$ cat config.mk
export PLATFORM = sky130hd
export DESIGN_NAME = instr_mem_loadable
export DESIGN_NICKNAME = d
export VERILOG_FILES = /design/src/rtl/instr_mem_loadable.sv
export SDC_FILE = /design/constraint.sdc
export NUM_CORES = 2
export LEC_CHECK = 0
export ABC_AREA = 1
export CAP_MARGIN = 20
export CORE_UTILIZATION = 25
export CTS_CLUSTER_DIAMETER = 150
export DETAILED_ROUTE_END_ITERATION = 8
export SETUP_SLACK_MARGIN = 0.05
export SLEW_MARGIN = 5
export SYNTH_ARGS = -nofsm -noshare
export SYNTH_HDL_FRONTEND = slang
export SYNTH_SLANG_ARGS = --single-unit
$ cat constraint.sdc
create_clock -name clk -period 3.3 [get_ports clk]
set_input_delay 0.66 -clock clk [delete_from_list [all_inputs] [get_ports clk]]
set_output_delay 0.66 -clock clk [all_outputs]
set_load 0.05 [all_outputs]
$ cat src/rtl/instr_mem_loadable.sv
// ---------------------------------------------------------------------------
// instr_mem_loadable
//
// Loadable instruction memory for the IF stage. After reset the block sits in
// LOAD and accepts one program word per loader beat into an internal RAM.
// Loading ends on ld_last or when the RAM is full. The block then moves to RUN
// and serves registered fetches with stall, flush and out-of-range detection.
// Unloaded or out-of-range addresses return NOP_WORD.
//
// Ports
//   clk          clock, rising edge
//   rst          asynchronous reset, active low
//   ld_valid     loader word valid
//   ld_data      loader word
//   ld_last      final program word (qualified by ld_valid)
//   ld_ready     loader words accepted (LOAD state)
//   ld_start     in RUN: restart loading from address 0
//   fetch_en     fetch enable; low stalls and holds the fetch outputs
//   flush        invalidate the fetch outputs
//   pc           fetch address
//   instr_out    fetched instruction (registered)
//   instr_valid  instr_out holds a fetched word
//   pc_err       fetched pc was out of range (registered with instr_out)
//   run          program loaded, fetch active
//   load_count   number of words loaded (0..DEPTH)
// ---------------------------------------------------------------------------
module instr_mem_loadable #(
    parameter int                DATA_W   = 16,
    parameter int                ADDR_W   = 8,
    parameter int                PC_W     = 16,
    parameter logic [DATA_W-1:0] NOP_WORD = '0
) (
    input  logic              clk,
    input  logic              rst,
    input  logic              ld_valid,
    input  logic [DATA_W-1:0] ld_data,
    input  logic              ld_last,
    output logic              ld_ready,
    input  logic              ld_start,
    input  logic              fetch_en,
    input  logic              flush,
    input  logic [PC_W-1:0]   pc,
    output logic [DATA_W-1:0] instr_out,
    output logic              instr_valid,
    output logic              pc_err,
    output logic              run,
    output logic [ADDR_W:0]   load_count
);

    localparam int              DEPTH    = 2 ** ADDR_W;
    localparam logic [ADDR_W:0] LAST_PTR = (ADDR_W + 1)'(DEPTH - 1);

    typedef enum logic {
        S_LOAD = 1'b0,
        S_RUN  = 1'b1
    } state_t;

    state_t            state_q;
    state_t            state_d;

    logic [ADDR_W:0]   wptr_q;
    logic [ADDR_W:0]   load_count_q;

    logic [DATA_W-1:0] mem [DEPTH];
    logic [DATA_W-1:0] rd_data_p1;
    logic              hit_p1;
    logic              vld_p1;
    logic              err_p1;

    logic              beat;
    logic              load_done;
    logic              fetch_go;
    logic              pc_hi_zero;
    logic              in_range;
    logic [ADDR_W-1:0] rd_addr;

    // Loader handshake and fetch qualification
    assign beat       = ld_valid && (state_q == S_LOAD);
    // A full buffer ends the load even when the loader never sends ld_last.
    assign load_done  = ld_last || (wptr_q == LAST_PTR);

    assign rd_addr    = pc[ADDR_W-1:0];
    // Upper pc bits must be zero; a wide pc is never folded onto the RAM.
    assign pc_hi_zero = ((pc >> ADDR_W) == '0);
    assign in_range   = pc_hi_zero && ({1'b0, rd_addr} < load_count_q);

    // ld_start and flush both take precedence over a fetch in the same cycle.
    assign fetch_go   = (state_q == S_RUN) && !ld_start && !flush && fetch_en;

    // FSM state register
    always_ff @(posedge clk or negedge rst) begin
        if (!rst) begin
            state_q <= S_LOAD;
        end else begin
            state_q <= state_d;
        end
    end

    // FSM next state and state-decoded outputs
    always_comb begin
        state_d  = state_q;
        ld_ready = 1'b0;
        run      = 1'b0;
        case (state_q)
            S_LOAD: begin
                ld_ready = 1'b1;
                if (beat && load_done) begin
                    state_d = S_RUN;
                end
            end
            S_RUN: begin
                run = 1'b1;
                if (ld_start) begin
                    state_d = S_LOAD;
                end
            end
            default: begin
                state_d = S_LOAD;
            end
        endcase
    end

    // Write pointer and loaded-word count
    always_ff @(posedge clk or negedge rst) begin
        if (!rst) begin
            wptr_q       <= '0;
            load_count_q <= '0;
        end else if (beat) begin
            wptr_q       <= wptr_q + 1'b1;
            load_count_q <= wptr_q + 1'b1;
        end else if ((state_q == S_RUN) && ld_start) begin
            wptr_q       <= '0;
            load_count_q <= '0;
        end
    end

    // RAM: write during LOAD, synchronous read during RUN. The two never
    // overlap, so there is no read/write collision to resolve. No reset here
    // so the array and read register map onto block RAM.
    always_ff @(posedge clk) begin
        if (beat) begin
            mem[wptr_q[ADDR_W-1:0]] <= ld_data;
        end
        if (fetch_go) begin
            rd_data_p1 <= mem[rd_addr];
        end
    end

    // Fetch status, stage 1. A stall leaves all three flags untouched.
    always_ff @(posedge clk or negedge rst) begin
        if (!rst) begin
            hit_p1 <= 1'b0;
            vld_p1 <= 1'b0;
            err_p1 <= 1'b0;
        end else if (state_q == S_RUN) begin
            if (ld_start || flush) begin
                hit_p1 <= 1'b0;
                vld_p1 <= 1'b0;
                err_p1 <= 1'b0;
            end else if (fetch_en) begin
                hit_p1 <= in_range;
                vld_p1 <= 1'b1;
                err_p1 <= !in_range;
            end
        end
    end

    // hit_p1 masks the un-reset RAM read register, so instr_out shows
    // NOP_WORD after reset, flush, reload or an out-of-range fetch.
    assign instr_out   = hit_p1 ? rd_data_p1 : NOP_WORD;
    assign instr_valid = vld_p1;
    assign pc_err      = err_p1;
    assign load_count  = load_count_q;

endmodule

---- After elaboration in Yosys (flattened, before gate mapping) ----
Memories as Yosys holds them, arrays and structs flattened. A register that Yosys moved wholly into a read port is not among the register bits.
Index checks and enable logic that the tools add are counted.
W data, S select, Z words.
word-level totals
  bits in registers ....................... 13
  memory bits (writable) .................. 4096
  output and inout bits ................... 29
  logic and storage cells ................. 42
  memories kept ........................... 1
operators by class
  add/sub/neg operators ................... 1
  $lt $le $gt $ge ......................... 1
  equal/unequal tests ..................... 1
  mux-type cells .......................... 16
  bitwise operators ....................... 1
  reductions and logical operators ........ 16
memory list
  memory  depth  width  rd ports  clocked after Yosys merged registers in  write ports  line  text
  mem     256    16     1         1                                        1            64    logic [DATA_W-1:0] mem [DEPTH];
operators by type and width
  kind                   number
  $mux W9                2
  $logic_not A16 Y1      1
  $mux W16               1
  $mux W1                12
  $add A9 B1 Y9 const B  1
  $eq A9 B8 Y1 const B   1
  $lt A8 B9 Y1           1
  $logic_and A1 B1 Y1    7
  $reduce_bool A2 Y1     2
  $logic_not A1 Y1       3
  $logic_or A1 B1 Y1     2
  $pmux W1 S2            1
  $reduce_and A2 Y1      1
  $not A1 Y1             1

---- Longest topological paths before layout ----
  word-level depth ........................ 5
  depth in mapped cells ................... 15

---- Worst setup path after synthesis ----
OpenSTA, ideal clock, no wires.
  path kind ............................... reg-to-reg
  from .................................... register state_q
  to ...................................... memory mem[105][0], enable pin
  library setup time ...................... 388 ps
  data arrival time ....................... 2727 ps
  path slack .............................. 184 ps
  stages on the path, launching flop included .. 8
  buffers on the path ..................... 2
  cells stage by stage .................... dfrtp_1 -> inv_1 -> nand2_1 -> inv_1 -> buf_1 -> nand2_1 -> clkbuf_1 -> nor2_1
between the ends
  longest elaborated chain between the ends .. 4
RTL lines
  item                           line  text
  from (decl)                    58    state_t state_q;
  from (signal assigned)         95    state_q <= state_d;
  $not A1 Y1                     n/a
  $logic_and A1 B1 Y1            78    assign beat = ld_valid && (state_q == S_LOAD);
  $mux W1                        141   if (beat) begin
  $mux W1 (not written as such)  142   mem[wptr_q[ADDR_W-1:0]] <= ld_data;
  to (decl)                      64
No other way between the ends.

---- Worst setup path in the final report ----
  from .................................... register load_count_q[6] (netlist: load_count[6])
  to ...................................... output port load_count[6]
RTL lines
  item                    line  text
  from (decl)             62    logic [ADDR_W:0] load_count_q;
  from (signal assigned)  130   load_count_q <= wptr_q + 1'b1;
  to (decl)               47    output logic [ADDR_W:0] load_count
No word-level cell between the ends.

==> results.json <==
{
  "status": "finished, violations left",
  "violations": "DRC",
  "critPathRequiredTime_ns": 2.64,
  "dieWidth_um": 818,
  "cellPowerDensity_nw_per_um2": 577,
  "avgSynthCellArea_um2": 12.1,
  "layout-drive-gt1-share_pct": 10.6,
  "worst_slew_pin_slew_ns": 1.06,
  "dp_hpwl_mm": 309,
  "slew_violations": 0,
  "endpoint_kind": "output pin",
  "synthTopCellsByCount": "4245 x nand2_1, 4112 x edfxtp_1, 4039 x nand3_1, 556 x buf_2, 286 x nor2_1",
  "fin_crit_sh_pct": 94.8,
  "firstDrtPassIters": 9,
  "yosysSeqAreaShare_pct": 74.4,
  "async_flop_share_pct": 0.315,
  "fp.dieH_um": 818,
  "hp-start": "ld_data[10]",
  "wire_per_inst_um": 21.9,
  "vias": 112000,
  "htreeDepth": 5,
  "r2r_end": "mem[70][7]",
  "clockRootBuffer": "clkbuf_16",
  "hold_end": "mem[171][10]",
  "dieArea_um2": 669000,
  "grt_pass1_wl_mm": 740,
  "core_area_um2": 663000,
  "drc": 10,
  "grtUsageTotal_pct": 14.7,
  "synth.cell_area_um2": 166000,
  "cts_buffers": 427,
  "clk_path_buf_depth": 4,
  "min_period_ns": 3.13,
  "slew_headroom_pct": 29.6,
  "port_buffers": 67,
  "post-place-cells": 22600,
  "leakage_nw": 67.9,
  "grt_pass1_vias": 104000,
  "cpMaxStageDelayCell": "clkdlybuf4s50_1",
  "cts_setup_buffers": 0,
  "gr-total-overflow": 0,
  "rr_worst_depth": 6,
  "crit_fanout": 8,
  "slowest_delay_ns": 0.89,
  "worst_hold_path_type": "in -> reg",
  "clkSinkCount": 4125,
  "cts_tree": "yes",
  "hold_viol_final": 0,
  "area_growth_pct": 18.4,
  "fmax_ghz": 0.320,
  "synth_cell_types": 24,
  "gp_congestion": 0.878,
  "cap_viol_max_count": 0,
  "start_kind": "flop",
  "holdPathStages": 1,
  "initial_core_util_pct": 25.1,
  "io_pins": 68,
  "timing.rr.start": "load_count[6]",
  "fin_cells": 23400,
  "hold_ws_ns": 0.0631,
  "crit_type": "reg -> out",
  "total_power_w": 0.114,
  "antenna_found_initial": 30,
  "synth_top_cell_by_area": "edfxtp_1",
  "setup_violations": 0,
  "synthCells": 13700,
  "critical_path.cell_chain": "clkdlybuf4s50_1",
  "vias_per_cell": 4.76,
  "final_nets": 14200,
  "synth_most_common_cell": "nand2_1",
  "wl_mm": 514,
  "crit_family": "buffers and inverters",
  "synth_top_area_share_pct": 74.2,
  "crit_arrival_ns": 2.47,
  "ys_warn_count": 0,
  "worst-path-buf-inv": 1,
  "finClkSkew_ns": 0.0839,
  "syn_nets": 13800,
  "clock_latency_ns": 1.01,
  "synth_seq_cells": 4125,
  "synth_edf_count": 4112,
  "fin_ws_ns": 0.171,
  "synth_top_flop_cell": "edfxtp_1",
  "final_antenna_net_count": 0,
  "peakVddDrop_v": 0.000439,
  "dpl_worst_slack_ns": -0.267,
  "tns_ns": 0,
  "rsz0062_at_grt": "no",
  "drt-initial-drc-count": 15100,
  "synth_area_leaders": "edfxtp_1 74%, nand3_1 12%, nand2_1 9.6%",
  "r2r_slack_ns": 0.53,
  "grt_max_degree": 101,
  "rows": 299,
  "cts.clk_slew.worst_paths_ns": 0.06
}
[report_power, final]
group          leakage (nW)  switching (W)  internal (W)  total (W)
Sequential             37.1       0.000105        0.0578     0.0579
Clock                  6.62         0.0205        0.0267     0.0472
Combinational          24.2        0.00627       0.00224    0.00851
Total                  67.9         0.0269        0.0867      0.114
[stage by stage]
stage | utilization [%] | area [um2]
after floorplan | - | 166000
after global placement | 27.7 | 183000
after detailed placement | 27.7 | 183000
after CTS | 29.7 | 197000
after global routing | 29.7 | 197000
final | 29.7 | 197000
[cell usage in the layout (no fill, tap or decap), types with 18 or more instances in the layout]
cell,count
clkbuf_1,104
nand2_2,18
clkinv_2,76
nand3_1,4039
inv_1,56
bufinv_16,31
buf_8,19
clkinv_1,108
clkdlybuf4s50_1,25
nor2_1,276
buf_4,659
edfxtp_1,4112
nand2_1,4227
clkbuf_16,433
buf_12,250
[per-layer routing]
| layer | track usage [%] | wire (um) | vias up |
|---|---|---|---|
| li1 | - | - | 50000 |
| met1 | 20.7 | 212000 | 55100 |
| met2 | 22.6 | 231000 | 5609 |
| met3 | 2.89 | 52400 | 838 |
| met4 | 4.97 | 18800 | 6 |
| met5 | 0.207 | 218 | - |
[sequential cells by signal (all words and copies together), names as in the netlist]
register	flops
state_q	1
instr_valid	1
load_count	9
pc_err	1
rd_data_p1	16
hit_p1	1
mem	4096
[layout make-up]
type	count	area, um2
sequential	4125	124000
timing repair buffer	958	10600
multi-input combinational	8611	37600
clock buffer	543	11300
tap	8879	11100
antenna	6	15.0
inverter	63	289
clock inverter	248	2250
fill	66600	466000
[how the worst max path moves through the flow]
stage | startpoint | to | slack (ns) | depth (start not counted)
6_report | load_count[6] | load_count[6] | 0.17 | 1
5_1_grt | load_count[6] | load_count[6] | 0.11 | 1
4_1_cts | hit_p1 | instr_out[15] | 0.05 | 4
3_5_place_dp | pc[0] | rd_data_p1[10] | -0.27 | 14
3_3_place_gp | pc[0] | rd_data_p1[10] | -0.33 | 14
2_1_floorplan | state_q | mem[105][0] | 0.18 | 7
[cell families after synthesis]
kind of cell	count (synthesis)	synth area share (%)
compound gates	23	0.0775
fa+ha+maj	12	0.0903
buf+inv	1002	3.00
flops	4125	74.4
simple gates	8576	22.4
[timing repair]
action | CTS | global route
hold buffers | 2 | 0
gates resized for setup | 1 | 2
hold endpoints to repair | 17 | 0
endpoints found under the setup margin | 1 | 2
Power figures use the tool's default switching activity.
